`src/rtl/logic_pkg.sv`:
```
// Shared types for the registered bitwise logic unit: operation codes and skid-buffer states.
package logic_pkg;

    localparam int OP_W = 3;

    typedef enum logic [OP_W-1:0] {
        OP_AND  = 3'd0,
        OP_OR   = 3'd1,
        OP_XOR  = 3'd2,
        OP_NAND = 3'd3,
        OP_NOR  = 3'd4,
        OP_XNOR = 3'd5,
        OP_NOT  = 3'd6,
        OP_PASS = 3'd7
    } op_e;

    typedef enum logic [1:0] {
        S_EMPTY = 2'd0,
        S_ONE   = 2'd1,
        S_FULL  = 2'd2
    } state_e;

endpackage

```
`src/rtl/logic_op_core.sv`:
```
// Combinational bitwise operation and result flags; parity output only with LOGIC_PARITY_EN.
module logic_op_core
    import logic_pkg::*;
#(
    parameter int WIDTH = 8
) (
    input  op_e              op_i,
    input  logic [WIDTH-1:0] a_i,
    input  logic [WIDTH-1:0] b_i,
    output logic [WIDTH-1:0] res_o,
`ifdef LOGIC_PARITY_EN
    output logic             parity_o,
`endif
    output logic             zero_o,
    output logic             ones_o
);

    always_comb begin
        res_o = a_i;
        case (op_i)
            OP_AND:  res_o = a_i & b_i;
            OP_OR:   res_o = a_i | b_i;
            OP_XOR:  res_o = a_i ^ b_i;
            OP_NAND: res_o = ~(a_i & b_i);
            OP_NOR:  res_o = ~(a_i | b_i);
            OP_XNOR: res_o = ~(a_i ^ b_i);
            OP_NOT:  res_o = ~a_i;
            OP_PASS: res_o = a_i;
            default: res_o = a_i;
        endcase
    end

    assign zero_o = (res_o == '0);
    assign ones_o = &res_o;
`ifdef LOGIC_PARITY_EN
    assign parity_o = ^res_o;
`endif

endmodule

```
`src/rtl/logic_unit_pipe.sv`:
```
// Registered WIDTH-bit logic unit with a 2-entry skid buffer; LOGIC_PARITY_EN adds out_parity.
// Handshake: a beat transfers on a side in any cycle where its valid and ready are both high.
module logic_unit_pipe
    import logic_pkg::*;
#(
    parameter int WIDTH = 8
) (
    input  logic             clk,
    input  logic             rst,
    input  logic             in_valid,
    output logic             in_ready,
    input  logic [OP_W-1:0]  in_op,
    input  logic [WIDTH-1:0] in_a,
    input  logic [WIDTH-1:0] in_b,
    output logic             out_valid,
    input  logic             out_ready,
    output logic [WIDTH-1:0] out_data,
    output logic             out_zero,
    output logic             out_ones,
`ifdef LOGIC_PARITY_EN
    output logic             out_parity,
`endif
    output logic [1:0]       dbg_state_o
);

    state_e           state_q, state_d;
    logic             in_ready_q;
    logic             in_fire, out_fire;
    logic             load_out, load_skid, drain_skid;
    logic [WIDTH-1:0] core_res;
    logic             core_zero, core_ones;
    logic [WIDTH-1:0] out_data_q, skid_data_q;
    logic             out_zero_q, out_ones_q, skid_zero_q, skid_ones_q;
`ifdef LOGIC_PARITY_EN
    logic             core_parity, out_parity_q, skid_parity_q;
`endif

    logic_op_core #(.WIDTH(WIDTH)) u_core (
        .op_i     (op_e'(in_op)),
        .a_i      (in_a),
        .b_i      (in_b),
        .res_o    (core_res),
`ifdef LOGIC_PARITY_EN
        .parity_o (core_parity),
`endif
        .zero_o   (core_zero),
        .ones_o   (core_ones)
    );

    assign in_fire  = in_valid & in_ready_q;
    assign out_fire = out_valid & out_ready;

    always_comb begin
        state_d    = state_q;
        load_out   = 1'b0;
        load_skid  = 1'b0;
        drain_skid = 1'b0;
        case (state_q)
            S_EMPTY: if (in_fire) begin
                state_d  = S_ONE;
                load_out = 1'b1;
            end
            S_ONE: begin
                if (in_fire && !out_fire) begin
                    state_d   = S_FULL;
                    load_skid = 1'b1;
                end else if (!in_fire && out_fire) begin
                    state_d = S_EMPTY;
                end else if (in_fire && out_fire) begin
                    load_out = 1'b1;
                end
            end
            S_FULL: if (out_fire) begin
                state_d    = S_ONE;
                drain_skid = 1'b1;
            end
            default: state_d = S_EMPTY;
        endcase
    end

    // in_ready is registered from the next state so upstream never sees a comb path from out_ready.
    always_ff @(posedge clk) begin
        if (rst) begin
            state_q     <= S_EMPTY;
            in_ready_q  <= 1'b1;
            out_data_q  <= '0;
            out_zero_q  <= 1'b1;
            out_ones_q  <= 1'b0;
            skid_data_q <= '0;
            skid_zero_q <= 1'b1;
            skid_ones_q <= 1'b0;
        end else begin
            state_q    <= state_d;
            in_ready_q <= (state_d != S_FULL);
            if (load_out) begin
                out_data_q <= core_res;
                out_zero_q <= core_zero;
                out_ones_q <= core_ones;
            end else if (drain_skid) begin
                out_data_q <= skid_data_q;
                out_zero_q <= skid_zero_q;
                out_ones_q <= skid_ones_q;
            end
            if (load_skid) begin
                skid_data_q <= core_res;
                skid_zero_q <= core_zero;
                skid_ones_q <= core_ones;
            end
        end
    end

`ifdef LOGIC_PARITY_EN
    always_ff @(posedge clk) begin
        if (rst) begin
            out_parity_q  <= 1'b0;
            skid_parity_q <= 1'b0;
        end else begin
            if (load_out)        out_parity_q <= core_parity;
            else if (drain_skid) out_parity_q <= skid_parity_q;
            if (load_skid)       skid_parity_q <= core_parity;
        end
    end
    assign out_parity = out_parity_q;
`endif

    assign in_ready    = in_ready_q;
    assign out_valid   = (state_q != S_EMPTY);
    assign out_data    = out_data_q;
    assign out_zero    = out_zero_q;
    assign out_ones    = out_ones_q;
    assign dbg_state_o = state_q;

endmodule

```
`config.mk`:
```
export PLATFORM = sky130hd
export DESIGN_NAME = logic_unit_pipe
export DESIGN_NICKNAME = d
export VERILOG_FILES = /design/src/rtl/logic_pkg.sv /design/src/rtl/logic_op_core.sv /design/src/rtl/logic_unit_pipe.sv
export SDC_FILE = /design/constraint.sdc
export NUM_CORES = 1
export LEC_CHECK = 0
export ABC_CLOCK_PERIOD_IN_PS = 3300
export CAP_MARGIN = 20
export CORE_ASPECT_RATIO = 1.75
export CORE_UTILIZATION = 28
export CTS_BUF_LIST = sky130_fd_sc_hd__clkbuf_8 sky130_fd_sc_hd__clkbuf_16
export CTS_CLUSTER_DIAMETER = 50
export DETAILED_ROUTE_END_ITERATION = 8
export REMOVE_ABC_BUFFERS = 1
export SLEW_MARGIN = 20
export SYNTH_ARGS = -nofsm -noshare
export SYNTH_HDL_FRONTEND = slang
export SYNTH_SLANG_ARGS = --single-unit
```
`constraint.sdc`:
```
create_clock -name clk -period 3.3 [get_ports clk]
set_input_delay 0.495 -clock clk [delete_from_list [all_inputs] [get_ports clk]]
set_output_delay 0.495 -clock clk [all_outputs]
set_load 0.05 [all_outputs]
```
=== Yosys cells after proc, flatten, opt, wreduce, memory -nomap -nowiden ===
Cells that the tools add are included.

* Equality and inequality tests: 10
* Bitwise logic cells: 9
* Muxes and demuxes: 21
* Reductions and logical operators: 11

{| class="wikitable"
|+ Operators with widths
! kind !! count
|-
| $pmux W8 S8 || 1
|-
| $not A8 Y8 || 4
|-
| $mux W8 || 2
|-
| $eq A3 B3 Y1 const B || 4
|-
| $mux W1 || 12
|-
| $and A8 B8 Y8 || 1
|-
| $logic_not A8 Y1 || 1
|-
| $mux W2 || 4
|-
| $or A8 B8 Y8 || 1
|-
| $reduce_and A8 Y1 || 1
|-
| $xor A8 B8 Y8 || 1
|-
| $eq A3 B2 Y1 const B || 2
|-
| $pmux W2 S3 || 1
|-
| $reduce_bool A2 Y1 || 2
|-
| $eq A3 B1 Y1 const B || 1
|-
| $logic_and A1 B1 Y1 || 3
|-
| $logic_not A3 Y1 || 1
|-
| $and A1 B1 Y1 || 2
|-
| $eq A2 B1 Y1 const B || 1
|-
| $eq A2 B2 Y1 const B || 1
|-
| $logic_not A1 Y1 || 2
|-
| $logic_not A2 Y1 || 1
|-
| $ne A2 B2 Y1 const B || 1
|-
| $pmux W1 S2 || 1
|}

* Bits of input ports: 23
* Logic and storage cells: 59
* Output and inout bits: 14
* Register bits after elaboration: 23

=== Depth between registers and ports, before layout ===
Gate-level depths: netlist of run 1.

* Depth in word-level cells: 8
* Gate-level depth with buffers: 8

=== Cells and area by module ===
Synthesis of run 1 repeated with hierarchy kept, for this count alone.

* Cell total of the unflattened synthesis: 247
* Area total of the unflattened synthesis: 2008.2 µm²

{| class="wikitable"
|+ By module, submodules not included
! module !! instances !! cells each !! sequential area each (µm²) !! area an instance (µm²)
|-
| logic_unit_pipe || 1 || 96 || 460.4 || 1027.2
|-
| logic_op_core || 1 || 151 || 0.0 || 980.9
|}

=== Worst setup path before layout of run 1 ===
Ideal clock, no wire load.

* Kind: input -> register
* Start point: in in_a[2]
* End point: reg out_zero_q (netlist: out_zero)
* Arrival time: 2.386 ns
* Stages: 8
* Data required time: 3.207 ns
* Path slack: 0.821 ns
* Buffers on the path: 0
* Path through: inv_1 ha_1 nor2b_1 a2111o_1 a22oi_1 o22ai_1 or4_4 o311ai_2

* Word-level cells in the longest chain between the ends: 5
* Elaborated cells between the ends (all ways): 10

{| class="wikitable"
|+ RTL lines
! what !! RTL line !! RTL
|-
| start: declaration || logic_unit_pipe.sv:13 || <nowiki>input logic [WIDTH-1:0] in_a,</nowiki>
|-
| $xor A8 B8 Y8, or another cell as far along || logic_op_core.sv:23, logic_op_core.sv:26 ||
|-
| $not A8 Y8 (on tied branches) || logic_op_core.sv:26, logic_op_core.sv:24, logic_op_core.sv:25 ||
|-
| $pmux W8 S8 * || logic_op_core.sv:20 || <nowiki>case (op_i)</nowiki>
|-
| $logic_not A8 Y1 * || logic_op_core.sv:33 || <nowiki>assign zero_o = (res_o == '0);</nowiki>
|-
| $mux W1 * || logic_unit_pipe.sv:95 || <nowiki>if (load_out) begin</nowiki>
|-
| end signal: assignment || logic_unit_pipe.sv:97 || <nowiki>out_zero_q <= core_zero;</nowiki>
|-
| end signal: assignment || logic_unit_pipe.sv:101 || <nowiki>out_zero_q <= skid_zero_q;</nowiki>
|-
| end: declaration || logic_unit_pipe.sv:33 || <nowiki>logic out_zero_q, out_ones_q, skid_zero_q, skid_ones_q;</nowiki>
|}

Every way passes the cells marked *; elsewhere a longest branch is shown, timed or not.
A chain may end at the register's enable or synchronous reset.

=== Worst setup path after layout of run 1 ===
Ends and elaborated chain as after synthesis.

==> results of run 1 <==
-- routing by layer --
| metal | part of all wire [%] | GRT usage (%) |
|---|---|---|
| met5 | 0 | 0 |
| met4 | 0.84 | 4.59 |
| met3 | 2.6 | 1.23 |
| met2 | 53 | 23.6 |
| met1 | 44 | 16.1 |
-- registers in the layout, summed over array words and instances (netlist names) --
name	flops
skid_ones_q	1
skid_zero_q	1
dbg_state_o	2
skid_data_q	8
in_ready	1
out_data	8
out_zero	1
out_ones	1
-- final timing paths --
path                       start              to  depth (start not counted)
hold reg to reg   skid_data_q[1]  skid_data_q[1]                          2
setup / recovery         in_a[2]        out_zero                          9
hold / removal    skid_data_q[1]  skid_data_q[1]                          2
setup reg to reg        in_ready     out_data[3]                          6
-- placed cells by master (no fill, tap or decap), types with 6 or more instances in the layout --
master	synthesis	layout
nand2_1	22	22
nor3_1	7	7
nor2_1	18	18
mux2i_1	6	6
o21ai_0	14	14
nand3_1	6	6
nor2b_1	13	13
inv_1	21	21
ha_1	16	16
dfxtp_1	23	23
a21oi_1	23	23
clkdlybuf4s50_1	0	36
a211oi_1	8	8
-- worst register-to-register path: stages, from the launching register on --
cell and delay [ns]:
dfxtp_1 0.37, nand2_1 0.08, nor2_1 0.27, nand2_1 0.45, nor3_1 0.32, a21oi_1 0.07, a211oi_1 0.23
-- cell families after synthesis --
group,synth area share [%]
AOI/OAI and AO/OA,28.8
adders and majority gates,10.5
buffers and inverters,8.26
DFF,24.1
muxes,3.15
and+or+nand+nor,25.2
-- report_power, final --
part / internal, uW / leakage (uW) / total [uW] / switching [uW]
sequential: 295 / 0.000188 / 306 / 10.6
combinational: 128 / 0.000757 / 311 / 183
clock: 163 / 0.0000409 / 260 / 97.3
total: 586 / 0.000986 / 877 / 291
-- area by class of cell --
type | instances | area (um^2) | area share (%)
timing repair buffer | 41 | 423 | 17.3
sequential | 23 | 460 | 18.9
clock inverter | 1 | 5.00 | 0.205
inverter | 22 | 82.6 | 3.38
tap | 82 | 103 | 4.21
clock buffer | 3 | 75.1 | 3.08
multi-input combinational | 194 | 1290 | 52.9
-- stage by stage --
| stage | power, uW | hold slack, ns | cell area, um^2 | std cells |
|---|---|---|---|---|
| 3_5_place_dp | 625 | 0.447 | 2360 | 362 |
| 3_3_place_gp | 621 | 0.442 | 2360 | 362 |
| 6_report | 877 | 0.454 | 2440 | 366 |
| 5_1_grt | 930 | 0.479 | 2440 | 366 |
| 4_1_cts | 887 | 0.455 | 2440 | 366 |
| 2_1_floorplan | 503 | 0.430 | 1830 | 239 |
==> run_results.csv, run 1 <==
group,metric,value,unit
status,status,"complete, no violations",
setup_path,path_cells,"clkdlybuf4s50_1, inv_1, ha_1, nor2b_1, a2111o_1, a22oi_1, o22ai_1, or4_4, o311ai_2",
clocking,cts_resized,0,
synth,ys_ff_latch,23,
grt,grt_pass1_vias,1744,
place,gp_congestion,0.784,
setup_path,path_class,"in2reg",
setup_path,cp_top_family,"compound AO/OA/AOI/OAI gates",
floorplanning,rows,39,
route,num_vias,1883,
synth,synth_area_leaders,"dfxtp_1 (24%), ha_1 (10%), a21oi_1 (6.0%), nand2_1 (4.3%), nor2b_1 (4.3%)",
setup_path,critPathRequiredTime,3.47,ns
route,drt-pass1-iter-count,5,
floorplanning,coreArea,0.00654,mm^2
place,pre_cts_slack,0.231,ns
synth,synth_cell_types,43,
route,drt-initial-drc-count,77,
route,vias_per_cell,5.14,
synth,netlist_instances,254,
timing,layout_setup_ws,0.495,ns
timing,setup_viol,0,
setup_path,worstPathArrival,2.97,ns
synth,syn_area,0.00191,mm^2
timing,worstMarginPinSlew,0.596,ns
setup_path,critPathBufInv,2,
route,drt-total-wl,4500,um
clocking,clk_pin_slew_worst_paths,0.06,ns
floorplanning,fp.dieH,111,um
synth,syn_avg_cell_area,7.52,um^2
grt,grt_start_max_net_pins,43,
clocking,cts_sinks,23,
synth,yosysSeqAreaShare,24.1,%
clocking,cts_buffer_depth,2,
floorplanning,dieArea,0.00717,mm^2
setup_path,start_kind,"input port",
synth,ys_warn_count,0,
timing,report.final.slew_viol_count,0,
setup_path,r2r_slack,1.43,ns
timing,relSlewSlack,60.2,%
clocking,postCtsSetupBuffers,0,
setup_path,crit_slowest_cell,"or4_4",
power,power_density,360,mW/mm^2
place,portBuffers,36,
clocking,worstSkewPairLatency,0.25,ns
synth,synth_flop_cell,"dfxtp_1",
worst_hold_path,hp-class,"reg2reg",
finish,antenna_cells,0,
floorplanning,die_w,64.4,um
clocking,cts_tree,"built",
timing,finClkSkew,0.00229,ns
route,wl_per_cell,12.3,um
floorplanning,start_util,29.2,%
route,post-route-drc-count,0,
synth,synth_edf_count,0,
timing,setup_tns,0,ns
setup_path,path_max_fanout,3,
synth,ys_top_cells_by_count,"a21oi_1 (23), dfxtp_1 (23), nand2_1 (22)",
power,ir_drop,159,uV
grt,overflow,0,
clocking,cts_root_buffer,"clkbuf_16",
place,detailed_place_hpwl,3500,um
synth,yosysTopAreaCellShare,24.1,%
clocking,postCtsHoldBufs,0,
finish,area_growth,27.8,%
clocking,cts_max_level,1,
timing,hold_viol_final,0,
route,drtAntennaViolNets,0,
synth,synthArstFlopShare,0,%
timing,period_share,85.0,%
timing,post-route-min-period,2.81,ns
finish,fin_nets,324,
setup_path,critical_path.max_stage_delay,0.56,ns
finish,fillCellCount,713,
finish,drive_gt1_share,6.69,%
finish,final_util,37.3,%
power,p_leak,0.000986,uW
run,maxCapViolations,0,
clocking,cts_buffers,3,
grt,grt_pass1_wl,7860,um
floorplanning,pin_count,37,
synth,synth_top_area_cell,"dfxtp_1",
setup_path,endpoint_kind,"register",
timing,fmax,357,MHz
grt,grtUsageTotal,13.3,%
timing,grt_setup_unrepaired,"no",
grt,antenna_found_initial,0,
Power figures use the tool's default switching activity.
==> run 2, diff against run 1 <==
CAP_MARGIN = default   (was 20)
DONT_BUFFER_PORTS = 1   (was default)
==> run 2 against run 1 <==
Net effect: cell count is 11% lower; cell area is 17% lower; sequential share of layout area is 4.0 points higher; global-route usage is 0.19 points lower; register-to-register slack worse by 0.38 ns; combinational power is 43% lower; worst hold slack worse by 0.15 ns; critical path type unchanged; largest cell class unchanged.
==> run_results.csv, run 2 (same netlist as run 1, synthesis figures left out) <==
group,metric,value,unit
status,status,"complete, no violations",
route,num_vias,1744,
setup_path,path_class,"in2reg",
floorplanning,die_w,64.4,um
grt,overflow,0,
timing,setup_viol,0,
route,drt-total-wl,4430,um
finish,antenna_cells,0,
finish,layout_common_cells,"a21oi_1 (23), dfxtp_1 (23), nand2_1 (22), inv_1 (21), nor2_1 (18)",
route,drtAntennaViolNets,0,
setup_path,crit_slowest_cell,"or4_4",
setup_path,r2r_end,"out_data[1]",
floorplanning,rows,39,
floorplanning,start_util,29.2,%
clocking,clk_pin_slew_worst_paths,0.06,ns
clocking,cts_buffer_depth,2,
clocking,postCtsSetupBuffers,0,
setup_path,cp-startpoint,"in_a[2]",
timing,relSlewSlack,53.8,%
power,p_leak,0.000815,uW
timing,fmax,425,MHz
timing,layout_setup_ws,0.945,ns
setup_path,path_cells,"inv_1, ha_1, nor2b_1, a2111o_1, a22oi_1, o22ai_1, or4_4, o311ai_2",
run,maxCapViolations,0,
finish,drive_gt1_share,5.76,%
route,drt-pass1-iter-count,5,
route,drt-initial-drc-count,68,
power,power_density,391,mW/mm^2
place,post_dp_cell_area,0.00194,mm^2
clocking,postCtsHoldBufs,0,
grt,grt_pass1_wl,7590,um
setup_path,endpoint_kind,"register",
clocking,cts_buffers,3,
floorplanning,dieArea,0.00717,mm^2
clocking,cts_root_buffer,"clkbuf_16",
floorplanning,coreArea,0.00654,mm^2
grt,grtUsageTotal,13.1,%
setup_path,rr_worst_depth,6,
clocking,cts_sinks,23,
timing,setup_tns,0,ns
setup_path,crit_end,"out_zero",
floorplanning,pin_count,37,
setup_path,critical_path.max_stage_delay,0.56,ns
setup_path,r2r_slack,1.05,ns
setup_path,path_max_fanout,4,
grt,grt_start_max_net_pins,43,
setup_path,critical_path_cell_count,8,
clocking,cts_max_level,1,
clocking,cts_resized,0,
setup_path,cp_top_family,"compound AO/OA/AOI/OAI gates",
clocking,cts_tree,"built",
timing,period_share,71.4,%
setup_path,rr_startpoint,"in_ready",
timing,worstMarginPinSlew,0.691,ns
place,gp_congestion,0.729,
floorplanning,fp.dieH,111,um
finish,area_growth,5.64,%
finish,final_util,30.8,%
clocking,worstSkewPairLatency,0.25,ns
setup_path,start_kind,"input port",
place,detailed_place_hpwl,3390,um
grt,grt_pass1_vias,1691,
timing,post-route-min-period,2.35,ns
timing,grt_setup_unrepaired,"no",
timing,finClkSkew,0.00155,ns
route,post-route-drc-count,0,
route,wl_per_cell,13.6,um
worst_hold_path,hp-class,"in2reg",
timing,hold_viol_final,0,
place,portBuffers,0,
power,ir_drop,161,uV
grt,antenna_found_initial,0,
timing,report.final.slew_viol_count,0,
finish,final_area,0.00202,mm^2
place,pre_cts_slack,0.667,ns
setup_path,critPathRequiredTime,3.46,ns
setup_path,worstPathArrival,2.51,ns
route,vias_per_cell,5.37,
setup_path,critPathBufInv,1,
finish,fin_nets,283,
-- run 2: power by group --
group	internal [uW]	total, uW	switching (uW)
logic	75.0	176	101
registers	295	356	60.2
clock network	163	256	93.7
-- run 2: how the worst min path moves through the flow --
| stage | from | endpoint | slack [ns] | cells after the start |
|---|---|---|---|---|
| CTS | rst | skid_data_q[2] | 0.30 | 1 |
| detailed placement | skid_data_q[5] | skid_data_q[5] | 0.44 | 2 |
| floorplan | skid_data_q[0] | skid_data_q[0] | 0.43 | 2 |
| global placement | skid_data_q[4] | skid_data_q[4] | 0.44 | 2 |
| global route | rst | skid_data_q[3] | 0.30 | 1 |
| finish | rst | skid_data_q[3] | 0.31 | 1 |
-- run 2: worst register-to-register path: cells and delay by family (launching register included) --
| kind | cells | cell delay, ns |
|---|---|---|
| simple gates | 4 | 1.20 |
| flops | 1 | 0.67 |
| compound gates | 2 | 0.30 |
-- run 2: area by class of cell --
type	instances	area [um^2]
Fill cell	741	4520
Multi-Input combinational cell	194	1290
Sequential cell	23	460
Tap cell	82	103
Inverter	22	82.6
Clock buffer	3	75.1
Clock inverter	1	5.00
-- run 2: layer usage --
metal	vias to the layer above	GRT usage, %	routed length [um]
met4	0	4.15	53
met5	-	0	0
li1	891	-	-
met2	36	24.1	2310
met1	813	14.3	1800
met3	4	2.88	258
-- run 2: per-stage QoR --
stage	power [uW]	instances	hold slack [ns]
after detailed placement	540	321	0.442
after global placement	536	321	0.436
after CTS	797	325	0.304
final	788	325	0.308
after floorplan	503	239	0.430
after global routing	835	325	0.303
==> run 3, diff against run 2 <==
ABC_CLOCK_PERIOD_IN_PS = 2310   (was 3300)
clock period = 2.31 ns   (was 3.3 ns; I/O delays follow)
==> run 3 against run 2 <==
Net effect: utilization up 1.0 points; critical path depth stayed put; register-to-register slack got worse by 0.65 ns; clock-buffer cell count did not move; via count increased by 3.8%; highest routed layer unchanged; power rose by 48%; critical path type unchanged; sequential share of layout area down 0.74 points; sequential power is 40% higher.
==> run_results.csv, run 3 (same netlist as run 1, synthesis figures left out) <==
group,metric,value,unit
timing,finClkSkew,0.00369,ns
route,drt-initial-drc-count,100,
route,vias_per_cell,5.42,
place,place_inst,330,
floorplanning,start_util,29.2,%
grt,antenna_found_initial,0,
setup_path,endpoint_kind,"register",
timing,setup_viol,0,
grt,grt_pass1_wl,8020,um
finish,antenna_cells,0,
timing,report.final.slew_viol_count,0,
route,post-route-drc-count,0,
floorplanning,dieArea,0.00717,mm^2
timing,relSlewSlack,58.4,%
floorplanning,die_w,64.4,um
setup_path,worstPathArrival,2.25,ns
grt,grt_use_met3,2.67,%
timing,worstMarginPinSlew,0.622,ns
clocking,cts_resized,0,
floorplanning,pin_count,37,
route,num_vias,1810,
grt,grt_use_met1,15.4,%
place,gp_congestion,0.769,
finish,fin_cells,334,
clocking,cts_buffers,3,
clocking,cts_root_buffer,"clkbuf_16",
route,wl_per_cell,14.1,um
power,p_leak,0.000859,uW
grt,grt_pass1_vias,1788,
worst_hold_path,hp-class,"in2reg",
power,power_density,558,mW/mm^2
power,pwr-share-seq,42.7,%
route,drt-total-wl,4720,um
power,switching_share,33.1,%
timing,grt_setup_unrepaired,"no",
place,portBuffers,0,
grt,grt-busiest-layer,"met2",
timing,period_share,89.9,%
power,power_switching,385,uW
finish,drive_gt1_share,9.13,%
power,ir_drop,219,uV
run,maxCapViolations,0,
route,drt-pass1-iter-count,4,
floorplanning,fp.dieH,111,um
place,detailed_place_hpwl,3570,um
grt,grtUsageTotal,13.9,%
timing,fmax,482,MHz
grt,overflow,0,
grt,grt_start_max_net_pins,43,
timing,setup_tns,0,ns
power,clkPwrFrac,32.8,%
finish,fin_nets,292,
clocking,cts_buffer_depth,2,
finish,fillCellCount,727,
timing,hold_viol_final,0,
clocking,cts_tree,"built",
clocking,cts_sinks,23,
setup_path,critPathRequiredTime,2.49,ns
power,p_int,778,uW
timing,post-route-min-period,2.08,ns
finish,layout_common_cells,"a21oi_1 (23), dfxtp_1 (23), nand2_1 (22), inv_1 (21), nor2_1 (18)",
power,comb_power_share,24.5,%
clocking,postCtsHoldBufs,0,
finish,area_growth,9.17,%
status,status,"complete, no violations",
clocking,worstSkewPairLatency,0.26,ns
clocking,cts_max_level,1,
grt,globalRouteMet2Util,24.6,%
clocking,postCtsSetupBuffers,0,
setup_path,start_kind,"input port",
floorplanning,rows,39,
route,drtAntennaViolNets,0,
floorplanning,coreArea,0.00654,mm^2
setup_path,r2r_slack,0.40,ns
clocking,clk_pin_slew_worst_paths,0.06,ns
setup_path,path_class,"in2reg",
setup_path,path_max_fanout,3,
## run 3: changes by cell type in the layout (fill, tap and decap cells not counted)
cell | previous run | this run
buf_4 | 0 | 9
## run 3: per-stage QoR
step	power, uW	worst slack [ns]	cell area [um^2]	hold WS (ns)	util, %
after floorplan	719	-0.0206	1830	0.416	-
after global placement	786	-0.0246	2000	0.421	30.7
after detailed placement	792	-0.0396	2000	0.423	30.7
after CTS	1170	0.231	2080	0.149	31.9
after global routing	1220	0.128	2080	0.142	31.9
final	1160	0.234	2080	0.152	31.9
## run 3: layout make-up
cell class | instances | area (um^2) | share of cell area, %
well taps | 82 | 103 | 4.92
clock buffers | 3 | 75.1 | 3.60
inverters | 22 | 82.6 | 3.96
repair buffers | 9 | 67.6 | 3.24
flip-flops and latches | 23 | 460 | 22.1
clock inverters | 1 | 5.00 | 0.240
multi-input cells | 194 | 1290 | 61.9
## run 3: path summary, 6_finish.rpt
check,start,to,cells after the start
worst max register to register,in_ready,out_data[5],6
worst min-delay path,rst,dbg_state_o[0],1
worst min register to register,skid_data_q[2],skid_data_q[2],2
worst max-delay path,in_a[2],out_zero,8
## run 3: worst max-delay path, cell delays in order
cell and delay, ns:
inv_1 0.02, ha_1 0.29, nor2b_1 0.14, a2111o_1 0.37
a22oi_1 0.19, o22ai_1 0.13, or4_4 0.56, o311ai_2 0.21
## run 3: power groups by stage
stage	Combinational, uW	Sequential [uW]	Clock, uW
final	285	497	381
after global routing	321	501	402
after CTS	286	499	382
after detailed placement	285	507	0
after global placement	279	506	0
after floorplan	208	511	0
## run 3: routing by layer
metal | wire (um) | vias to the layer above | part of all wire, %
met3 | 241 | 9 | 5.1
met5 | 0 | - | 0
met1 | 2000 | 841 | 42
met4 | 127 | 0 | 2.7
met2 | 2360 | 45 | 50
li1 | - | 915 | -
